<file path="config.mk">
export PLATFORM = sky130hd
export DESIGN_NAME = irq_ctrl
export DESIGN_NICKNAME = d
export VERILOG_FILES = /design/src/rtl/irq_ctrl_pkg.sv /design/src/rtl/irq_prio_arb.sv /design/src/rtl/irq_ctrl.sv
export SDC_FILE = /design/constraint.sdc
export NUM_CORES = 1
export LEC_CHECK = 0
export BUFFER_PORTS_ARGS = -buffer_cell sky130_fd_sc_hd__clkbuf_2
export CAP_MARGIN = 10
export CORE_ASPECT_RATIO = 2
export CORE_UTILIZATION = 33
export DETAILED_ROUTE_END_ITERATION = 8
export GPL_TIMING_DRIVEN = 1
export PLACE_DENSITY = 0.62
export SLEW_MARGIN = 20
export SYNTH_ARGS = -nofsm -noshare
export SYNTH_HDL_FRONTEND = slang
export SYNTH_SLANG_ARGS = --single-unit
</file>
<file path="constraint.sdc">
create_clock -name clk -period 10.2 [get_ports clk]
set_input_delay 1.02 -clock clk [delete_from_list [all_inputs] [get_ports clk]]
set_output_delay 1.02 -clock clk [all_outputs]
set_load 0.02 [all_outputs]
</file>
<file path="src/rtl/irq_ctrl_pkg.sv">
// Shared register map and ID width for the interrupt controller.
package irq_ctrl_pkg;

  localparam int unsigned ID_W  = 5;
  localparam int unsigned ADR_W = 6;

  localparam logic [ADR_W-1:0] ADR_ENABLE    = 6'h00;
  localparam logic [ADR_W-1:0] ADR_MODE      = 6'h01;
  localparam logic [ADR_W-1:0] ADR_PENDING   = 6'h02;
  localparam logic [ADR_W-1:0] ADR_THRESHOLD = 6'h03;
  localparam logic [ADR_W-1:0] ADR_CLAIM     = 6'h04;
  localparam logic [ADR_W-1:0] ADR_PRIO_BASE = 6'h10;

endpackage

</file>
<file path="src/rtl/irq_prio_arb.sv">
// Combinational selector: highest priority among eligible sources, ties to lowest ID.
module irq_prio_arb
  import irq_ctrl_pkg::*;
#(
  parameter int unsigned NIRQ  = 8,
  parameter int unsigned PRI_W = 3
) (
  input  logic [NIRQ-1:0]            i_elig,
  input  logic [NIRQ-1:0][PRI_W-1:0] i_prio,
  output logic [ID_W-1:0]            o_id,
  output logic [PRI_W-1:0]           o_pri
);

  logic [ID_W-1:0]  w_best_id;
  logic [PRI_W-1:0] w_best_pri;

  // Scan from the highest ID down; >= lets a lower ID take over on equal priority
  always_comb begin
    w_best_id  = '0;
    w_best_pri = '0;
    for (int i = int'(NIRQ) - 1; i >= 0; i--) begin
      if (i_elig[i] && (i_prio[i] >= w_best_pri)) begin
        w_best_id  = ID_W'(i + 1);
        w_best_pri = i_prio[i];
      end
    end
  end

  assign o_id  = w_best_id;
  assign o_pri = w_best_pri;

endmodule

</file>
<file path="src/rtl/irq_ctrl.sv">
// Multi-source machine interrupt controller with claim/complete over the IO register bus.
module irq_ctrl
  import irq_ctrl_pkg::*;
#(
  parameter int unsigned NIRQ        = 8,
  parameter int unsigned PRI_W       = 3,
  parameter int unsigned SYNC_STAGES = 2
) (
  input  logic            clk,
  input  logic            rst_n,
  input  logic [NIRQ-1:0] irq_in,
  input  logic            csr_meie,
  input  logic            io_we,
  input  logic [7:2]      io_wadr,
  input  logic [31:0]     io_wdata,
  input  logic            io_re,
  input  logic [7:2]      io_radr,
  output logic [31:0]     io_rdata,
  output logic            g_interrupt,
  output logic [ID_W-1:0] irq_id
);

  logic [SYNC_STAGES-1:0][NIRQ-1:0] r_sync;
  logic [NIRQ-1:0]                  r_sync_d;
  logic [NIRQ-1:0]                  r_en;
  logic [NIRQ-1:0]                  r_mode;
  logic [NIRQ-1:0]                  r_pend;
  logic [NIRQ-1:0]                  r_insvc;
  logic [PRI_W-1:0]                 r_thr;
  logic [NIRQ-1:0][PRI_W-1:0]       r_prio;
  logic [31:0]                      r_rdata;
  logic                             r_irq;
  logic [ID_W-1:0]                  r_id;

  logic [NIRQ-1:0]  w_sync;
  logic [NIRQ-1:0]  w_rise;
  logic [NIRQ-1:0]  w_elig;
  logic [NIRQ-1:0]  w_claim_vec;
  logic [NIRQ-1:0]  w_cmpl_vec;
  logic [NIRQ-1:0]  w_w1c;
  logic [NIRQ-1:0]  w_insvc_nxt;
  logic [NIRQ-1:0]  w_pend_nxt;
  logic [31:0]      w_rdata;
  logic             w_claim;
  logic [ID_W-1:0]  w_win_id;
  logic [PRI_W-1:0] w_win_pri;
  logic             w_unused;

  assign w_sync = r_sync[SYNC_STAGES-1];
  assign w_rise = w_sync & ~r_sync_d;

  // Eligibility: pending, enabled, not in service, above threshold
  always_comb begin
    w_elig = '0;
    for (int i = 0; i < int'(NIRQ); i++) begin
      w_elig[i] = r_pend[i] & r_en[i] & ~r_insvc[i] & (r_prio[i] > r_thr);
    end
  end

  irq_prio_arb #(
    .NIRQ  (NIRQ),
    .PRI_W (PRI_W)
  ) u_arb (
    .i_elig (w_elig),
    .i_prio (r_prio),
    .o_id   (w_win_id),
    .o_pri  (w_win_pri)
  );

  // Claim/complete decode and next pending/in-service state
  always_comb begin
    w_claim     = io_re && (io_radr == ADR_CLAIM) && (w_win_id != '0);
    w_claim_vec = '0;
    w_cmpl_vec  = '0;
    w_w1c       = '0;
    for (int i = 0; i < int'(NIRQ); i++) begin
      w_claim_vec[i] = w_claim && (w_win_id == ID_W'(i + 1));
      w_cmpl_vec[i]  = io_we && (io_wadr == ADR_CLAIM) &&
                       (io_wdata[ID_W-1:0] == ID_W'(i + 1));
    end
    if (io_we && (io_wadr == ADR_PENDING)) begin
      w_w1c = io_wdata[NIRQ:1] & r_mode;
    end
    // complete after claim so a same-cycle complete of the claimed ID wins
    w_insvc_nxt = (r_insvc | w_claim_vec) & ~w_cmpl_vec;
    // edge: a new rising edge beats any clear; level: follows the line unless in service
    w_pend_nxt  = (r_mode & (w_rise | (r_pend & ~w_w1c & ~w_claim_vec))) |
                  (~r_mode & w_sync & ~w_insvc_nxt);
  end

  // Register read mux
  always_comb begin
    w_rdata = '0;
    unique case (io_radr)
      ADR_ENABLE:    w_rdata = 32'({r_en, 1'b0});
      ADR_MODE:      w_rdata = 32'({r_mode, 1'b0});
      ADR_PENDING:   w_rdata = 32'({r_pend, 1'b0});
      ADR_THRESHOLD: w_rdata = 32'(r_thr);
      ADR_CLAIM:     w_rdata = 32'(w_win_id);
      default: begin
        for (int i = 0; i < int'(NIRQ); i++) begin
          if (io_radr == ADR_W'(int'(ADR_PRIO_BASE) + i + 1)) begin
            w_rdata = 32'(r_prio[i]);
          end
        end
      end
    endcase
  end

  // Input synchronisers and edge-detect history
  always_ff @(posedge clk or negedge rst_n) begin
    if (!rst_n) begin
      r_sync   <= '0;
      r_sync_d <= '0;
    end else begin
      r_sync[0] <= irq_in;
      for (int k = 1; k < int'(SYNC_STAGES); k++) begin
        r_sync[k] <= r_sync[k-1];
      end
      r_sync_d <= w_sync;
    end
  end

  // Configuration registers
  always_ff @(posedge clk or negedge rst_n) begin
    if (!rst_n) begin
      r_en   <= '0;
      r_mode <= '0;
      r_thr  <= '0;
      r_prio <= '0;
    end else if (io_we) begin
      if (io_wadr == ADR_ENABLE)    r_en   <= io_wdata[NIRQ:1];
      if (io_wadr == ADR_MODE)      r_mode <= io_wdata[NIRQ:1];
      if (io_wadr == ADR_THRESHOLD) r_thr  <= io_wdata[PRI_W-1:0];
      for (int i = 0; i < int'(NIRQ); i++) begin
        if (io_wadr == ADR_W'(int'(ADR_PRIO_BASE) + i + 1)) begin
          r_prio[i] <= io_wdata[PRI_W-1:0];
        end
      end
    end
  end

  // Pending, in-service, read data and registered request outputs
  always_ff @(posedge clk or negedge rst_n) begin
    if (!rst_n) begin
      r_pend  <= '0;
      r_insvc <= '0;
      r_rdata <= '0;
      r_irq   <= 1'b0;
      r_id    <= '0;
    end else begin
      r_pend  <= w_pend_nxt;
      r_insvc <= w_insvc_nxt;
      if (io_re) r_rdata <= w_rdata;
      r_irq   <= csr_meie && (w_win_id != '0);
      r_id    <= w_win_id;
    end
  end

  assign io_rdata    = r_rdata;
  assign g_interrupt = r_irq;
  assign irq_id      = r_id;

  assign w_unused = ^{w_win_pri, io_wdata};

endmodule

</file>
==> results.toml, run 1 <==
[die]
row_count = 68
die_w_um = 96.7
dieArea_mm2 = 0.0185
io_pins = 95
core_area_mm2 = 0.0174
start_util_pct = 34.1
die_h_um = 191

[sta]
timing.slew.headroom_pct = 41.4
maxSlewViolCount = 0
whs_ps = 347
final.period_utilization_pct = 99.9
worst_slew_pin_slew_ps = 871
fmax_mhz = 98.2
hold_viol = 0
setup_viol = 0
rsz0062_at_grt = "yes"
min_period_ps = 10190
setup_tns_ps = 0
finClkSkew_ps = 8.91

[grt]
antenna_found_initial = 0
grt_pass1_vias = 5325
grt.total_usage_pct = 20.1
grt_max_degree = 67
overflow = 0
grt_pass1_wl_um = 28100

[logic_synthesis]
yosysWarnings = 0
yosys.cell_types.count = 83
synth-seq-cells = 97
yosysSeqAreaShare_pct = 41.0
ys.flop_type = "dfrtp_1"
syn_area_mm2 = 0.00591
avgSynthCellArea_um2 = 10.2
synth-edff-count = 0
async_flop_share_pct = 100
synthCells = 581

[clock_network]
htreeDepth = 3
cts_inserted_buffers = 9
clkSlewWorstSetupHoldPaths_ps = 70
cts_tree = "built"
clk_path_buf_depth = 2
clk_latency_ps = 350
cts_num_sinks = 97
postCtsHoldBufs = 0
cts_root_buffer = "clkbuf_16"

[setup_path]
max_stage_delay_ps = 430
r2r_cells = 52
crit_fanout = 5
worstPathArrival_ps = 10420
crit_type = "flip-flop to flip-flop"
cp-start-kind = "flip-flop"
end_kind = "flip-flop"
required_ps = 10430
cpMostUsedCell = "ha_4"
slowest_stage = "dfrtp_2"
r2r_slack_ps = 10

[placed_design]
dp_hpwl_um = 13700
numPortBuffers = 47
gp_congestion = 0.928

[routing]
wire_per_inst_um = 20.3
vias_per_cell = 5.64
drt_iter0_markers = 316
vias = 5055
ant_nets = 0
drc = 0
wirelength_um = 18200
drtPass1Iterations = 6

[final_layout]
drive_gt1_share_pct = 36.5
diodes = 0
layout.nets = 778
area_delta_synth_final_pct = 27.2
multi_input_area_mm2 = 0.00369
num-fill-cells = 1651
final_core_util_pct = 43.3
final_common_cell = "dfrtp_1"
register_area_mm2 = 0.00243
most-common-layout-cells = "95 x dfrtp_1, 55 x nand2_1, 54 x buf_4"

[pwr]
pwr_density_cell_mw_per_mm2 = 162
power.total_mw = 1.22
p_leak_nw = 3.39
peakVddDrop_uv = 127

[hold_path]
whs_path_depth = 0
hold_class = "flip-flop to flip-flop"

[flow_run]
maxCapViolations = 0

[run_status]
status = "completed"
cell type report:
type	count	share of cell area, %
clock buffers	11	3.36
repair buffers	106	9.46
flip-flops and latches	97	32.3
well taps	210	3.49
inverters	26	1.30
multi-input cells	442	49.1
clock inverters	5	1.03
cells by family (layout without fill, tap and decap cells):
kind of cell | Yosys count | after routing | share of synthesized area, %
buffers and inverters | 65 | 148 | 5.92
other | 1 | 24 | 0.0634
DFF | 97 | 97 | 41.0
muxes | 62 | 62 | 12.0
adders and majority gates | 41 | 41 | 8.59
AOI/OAI and AO/OA | 125 | 125 | 15.6
and+or+nand+nor | 190 | 190 | 16.8
sequential cells by signal, summed over array words and instances, names as in the netlist, 8 cells and up:
| name | count |
|---|---|
| r_prio | 24 |
| io_rdata | 9 |
| r_en | 8 |
| r_insvc | 8 |
| r_mode | 8 |
| r_pend | 8 |
| r_sync | 8 |
| r_sync_d | 8 |
| w_sync | 8 |
critical path, delay by kind of cell, from the launching register on:
kind,cells,cell delay [ps]
compound gates,17,3020
simple gates,19,2680
fa+ha+maj,9,2280
mux,4,1320
flops,1,430
buf+inv,3,350
routing by layer:
layer	GRT usage, %	vias up	share of wire (%)
met2	37.5	210	53
met4	16.6	0	8.3
met5	0	-	0
met3	2.85	89	4.3
li1	-	2290	-
met1	19.2	2466	34
path summary, 6_finish.rpt:
path                       startpoint     endpoint
min in group asynchronous       rst_n  io_rdata[7]
max                        r_prio[23]    r_pend[1]
min                         r_sync[0]    w_sync[0]
max in group asynchronous       rst_n     r_thr[0]
min reg2reg                 r_sync[0]    w_sync[0]
max reg2reg                r_prio[23]    r_pend[1]
where the power goes:
group	internal, mW	leakage (nW)	switching [mW]
clock network	0.227	0.162	0.144
registers	0.425	1.23	0.0419
logic	0.177	2.00	0.205
total	0.829	3.39	0.391
Yosys cell counts, drive strengths merged (8+ instances only):
master / n / area (um2)
o21ai: 21 / 113
clkbuf: 11 / 41.3
dfrtp: 97 / 2430
nor2: 41 / 154
ha: 39 / 488
nor2b: 14 / 87.6
nand2: 60 / 228
mux2: 47 / 533
buf: 28 / 211
inv: 26 / 97.6
a31oi: 10 / 62.6
mux2i: 13 / 130
nand3: 15 / 87.6
nand2b: 8 / 50.1
a21oi: 27 / 139
repair_timing:
action,in CTS,in global routing
setup endpoints to repair,16,24
setup buffers,15,10
resized for setup,22,26
pin swaps,26,45
through the flow:
stage          instance area, um2  setup slack [ps]  instances
2_1_floorplan                6270              -144        604
3_3_place_gp                 6770              -238        857
3_5_place_dp                 6770              -430        857
4_1_cts                      7350              27.1        888
5_1_grt                      7520              -414        897
6_report                     7520              13.6        897
(Power assumes the default switching activity.)
==> run 2, diff against run 1 <==
- SYNTH_HIERARCHICAL: unset -> 1
==> run 2 against run 1 <==
Net effect:
- the run now ends with design-rule violations, negative setup slack left
- cell count rose by 6.2%
- first-iteration DRC count unchanged
- register-to-register slack worse by 310 ps
- clock power increased by 2%
- sequential power hardly changed
- design area grew 3.1%
- core utilization up 0.062 points
- sequential share of layout area fell by 0.67 points
- worst hold slack better by 2.1 ps
==> results.toml, run 2 <==
[clock_network]
clk_path_buf_depth = 2
cts_root_buffer = "clkbuf_16"
cts_inserted_buffers = 9
clkSlewWorstSetupHoldPaths_ps = 70
cts_num_sinks = 98
htreeDepth = 3
clk_latency_ps = 350
cts_tree = "built"

[grt]
overflow = 0
antenna_found_initial = 0
grt_max_degree = 65
grt_pass1_vias = 5098
grt.total_usage_pct = 19.3
grt_pass1_wl_um = 27300

[sta]
fmax_mhz = 95.3
maxSlewViolCount = 0
whs_ps = 349
setup_viol = 19
hold_viol = 0
min_period_ps = 10500
finClkSkew_ps = 6.26
final.period_utilization_pct = 103
setup_slack_ps = -296
timing.slew.headroom_pct = 17.7
rsz0062_at_grt = "yes"
worst_slew_pin_slew_ps = 1220

[final_layout]
drive_gt1_share_pct = 35.5
layout.nets = 830
diodes = 0
largest_reg_flops = 24
multi_input_area_mm2 = 0.00374
register_area_mm2 = 0.00245
num-fill-cells = 1702
area_delta_synth_final_pct = 28.2
stdcell_count = 953
most-common-layout-cells = "97 x dfrtp_1, 71 x buf_4, 55 x nand2_1"
largest_register = "r_prio"
final_core_util_pct = 43.4
final_common_cell = "dfrtp_1"

[flow_run]
maxCapViolations = 0

[run_status]
violations = "design-rule violations, negative setup slack"
status = "finished, violations left"

[die]
row_count = 69
core_area_mm2 = 0.0179
io_pins = 95
dieArea_mm2 = 0.0189
die_h_um = 194
die_w_um = 97.8
start_util_pct = 33.9

[setup_path]
max_stage_delay_ps = 420
rr_endpoint = "r_pend[5]"
crit_fanout = 4
cpMostUsedCell = "nand2b_4"
slowest_stage = "or3_4"
r2r_start = "r_prio[21]"
crit_type = "flip-flop to flip-flop"
crit_family = "compound AO/OA/AOI/OAI gates"
r2r_slack_ps = -300
path_buf_inv = 3
end_kind = "flip-flop"
r2r_cells = 54
required_ps = 10440
worstPathArrival_ps = 10730
cp-start-kind = "flip-flop"

[routing]
vias = 5152
drt_iter0_markers = 316
wirelength_um = 18200
drtPass1Iterations = 9
vias_per_cell = 5.41
wire_per_inst_um = 19.1
drc = 6
ant_nets = 0

[placed_design]
dp_hpwl_um = 13800
gp_congestion = 0.881
dp.cells = 918
numPortBuffers = 48

[logic_synthesis]
synthCells = 619
avgSynthCellArea_um2 = 9.78
yosysWarnings = 6
syn_area_mm2 = 0.00605

[pwr]
power.total_mw = 1.21
peakVddDrop_uv = 89.6
pwr_density_cell_mw_per_mm2 = 157
p_leak_nw = 3.51

[hold_path]
whs_path_depth = 0
hold_class = "flip-flop to flip-flop"
min-delay-start = "r_sync[2]"
hold_path_end = "w_sync[2]"
==> run 2: report_power, final <==
part	switching [mW]	internal (mW)	total (mW)
registers	0.0398	0.427	0.467
clock network	0.160	0.218	0.378
logic	0.192	0.178	0.370
==> run 2: area by class of cell <==
cell class                 count  area share (%)
clock buffer                   9            2.90
multi-input combinational    463            48.3
clock inverter                 6            1.26
timing repair buffer         122            10.5
tap                          213            3.44
sequential                    98            31.6
inverter                      42            2.03
==> run 2: repair_timing <==
action,4_1_cts,5_1_grt
buffers inserted,13,8
hold buffers,0,0
endpoints found under the setup margin,23,25
hold endpoints to repair,0,0
resized for setup,33,12
pin swaps,32,9
==> run 2: layer usage <==
layer / global-route usage (%) / vias up / part of all wire (%)
li1: - / 2431 / -
met1: 18.0 / 2531 / 35
met2: 37.6 / 145 / 56
met3: 2.13 / 45 / 3.0
met4: 13.9 / 0 / 6.5
met5: 0 / - / 0
==> run 2: metrics by stage <==
step           setup WS [ps]  instance area (um2)  TNS (ps)
6_report                -296                 7760     -4080
5_1_grt                 -701                 7760    -13470
4_1_cts                 -284                 7630     -3610
3_5_place_dp            -710                 7040    -11460
3_3_place_gp            -662                 7040    -10510
2_1_floorplan          -23.5                 6370     -45.6
==> run 2: how the worst max path moves through the flow <==
stage	slack, ps	depth (start not counted)	endpoint	start
final	-300	54	r_pend[5]	r_prio[21]
after global routing	-700	54	r_insvc[1]	r_prio[21]
after CTS	-280	55	r_insvc[1]	r_thr[1]
after detailed placement	-710	54	r_pend[5]	r_prio[21]
after global placement	-660	54	r_insvc[5]	r_prio[21]
after floorplan	-20	53	r_pend[5]	r_thr[1]
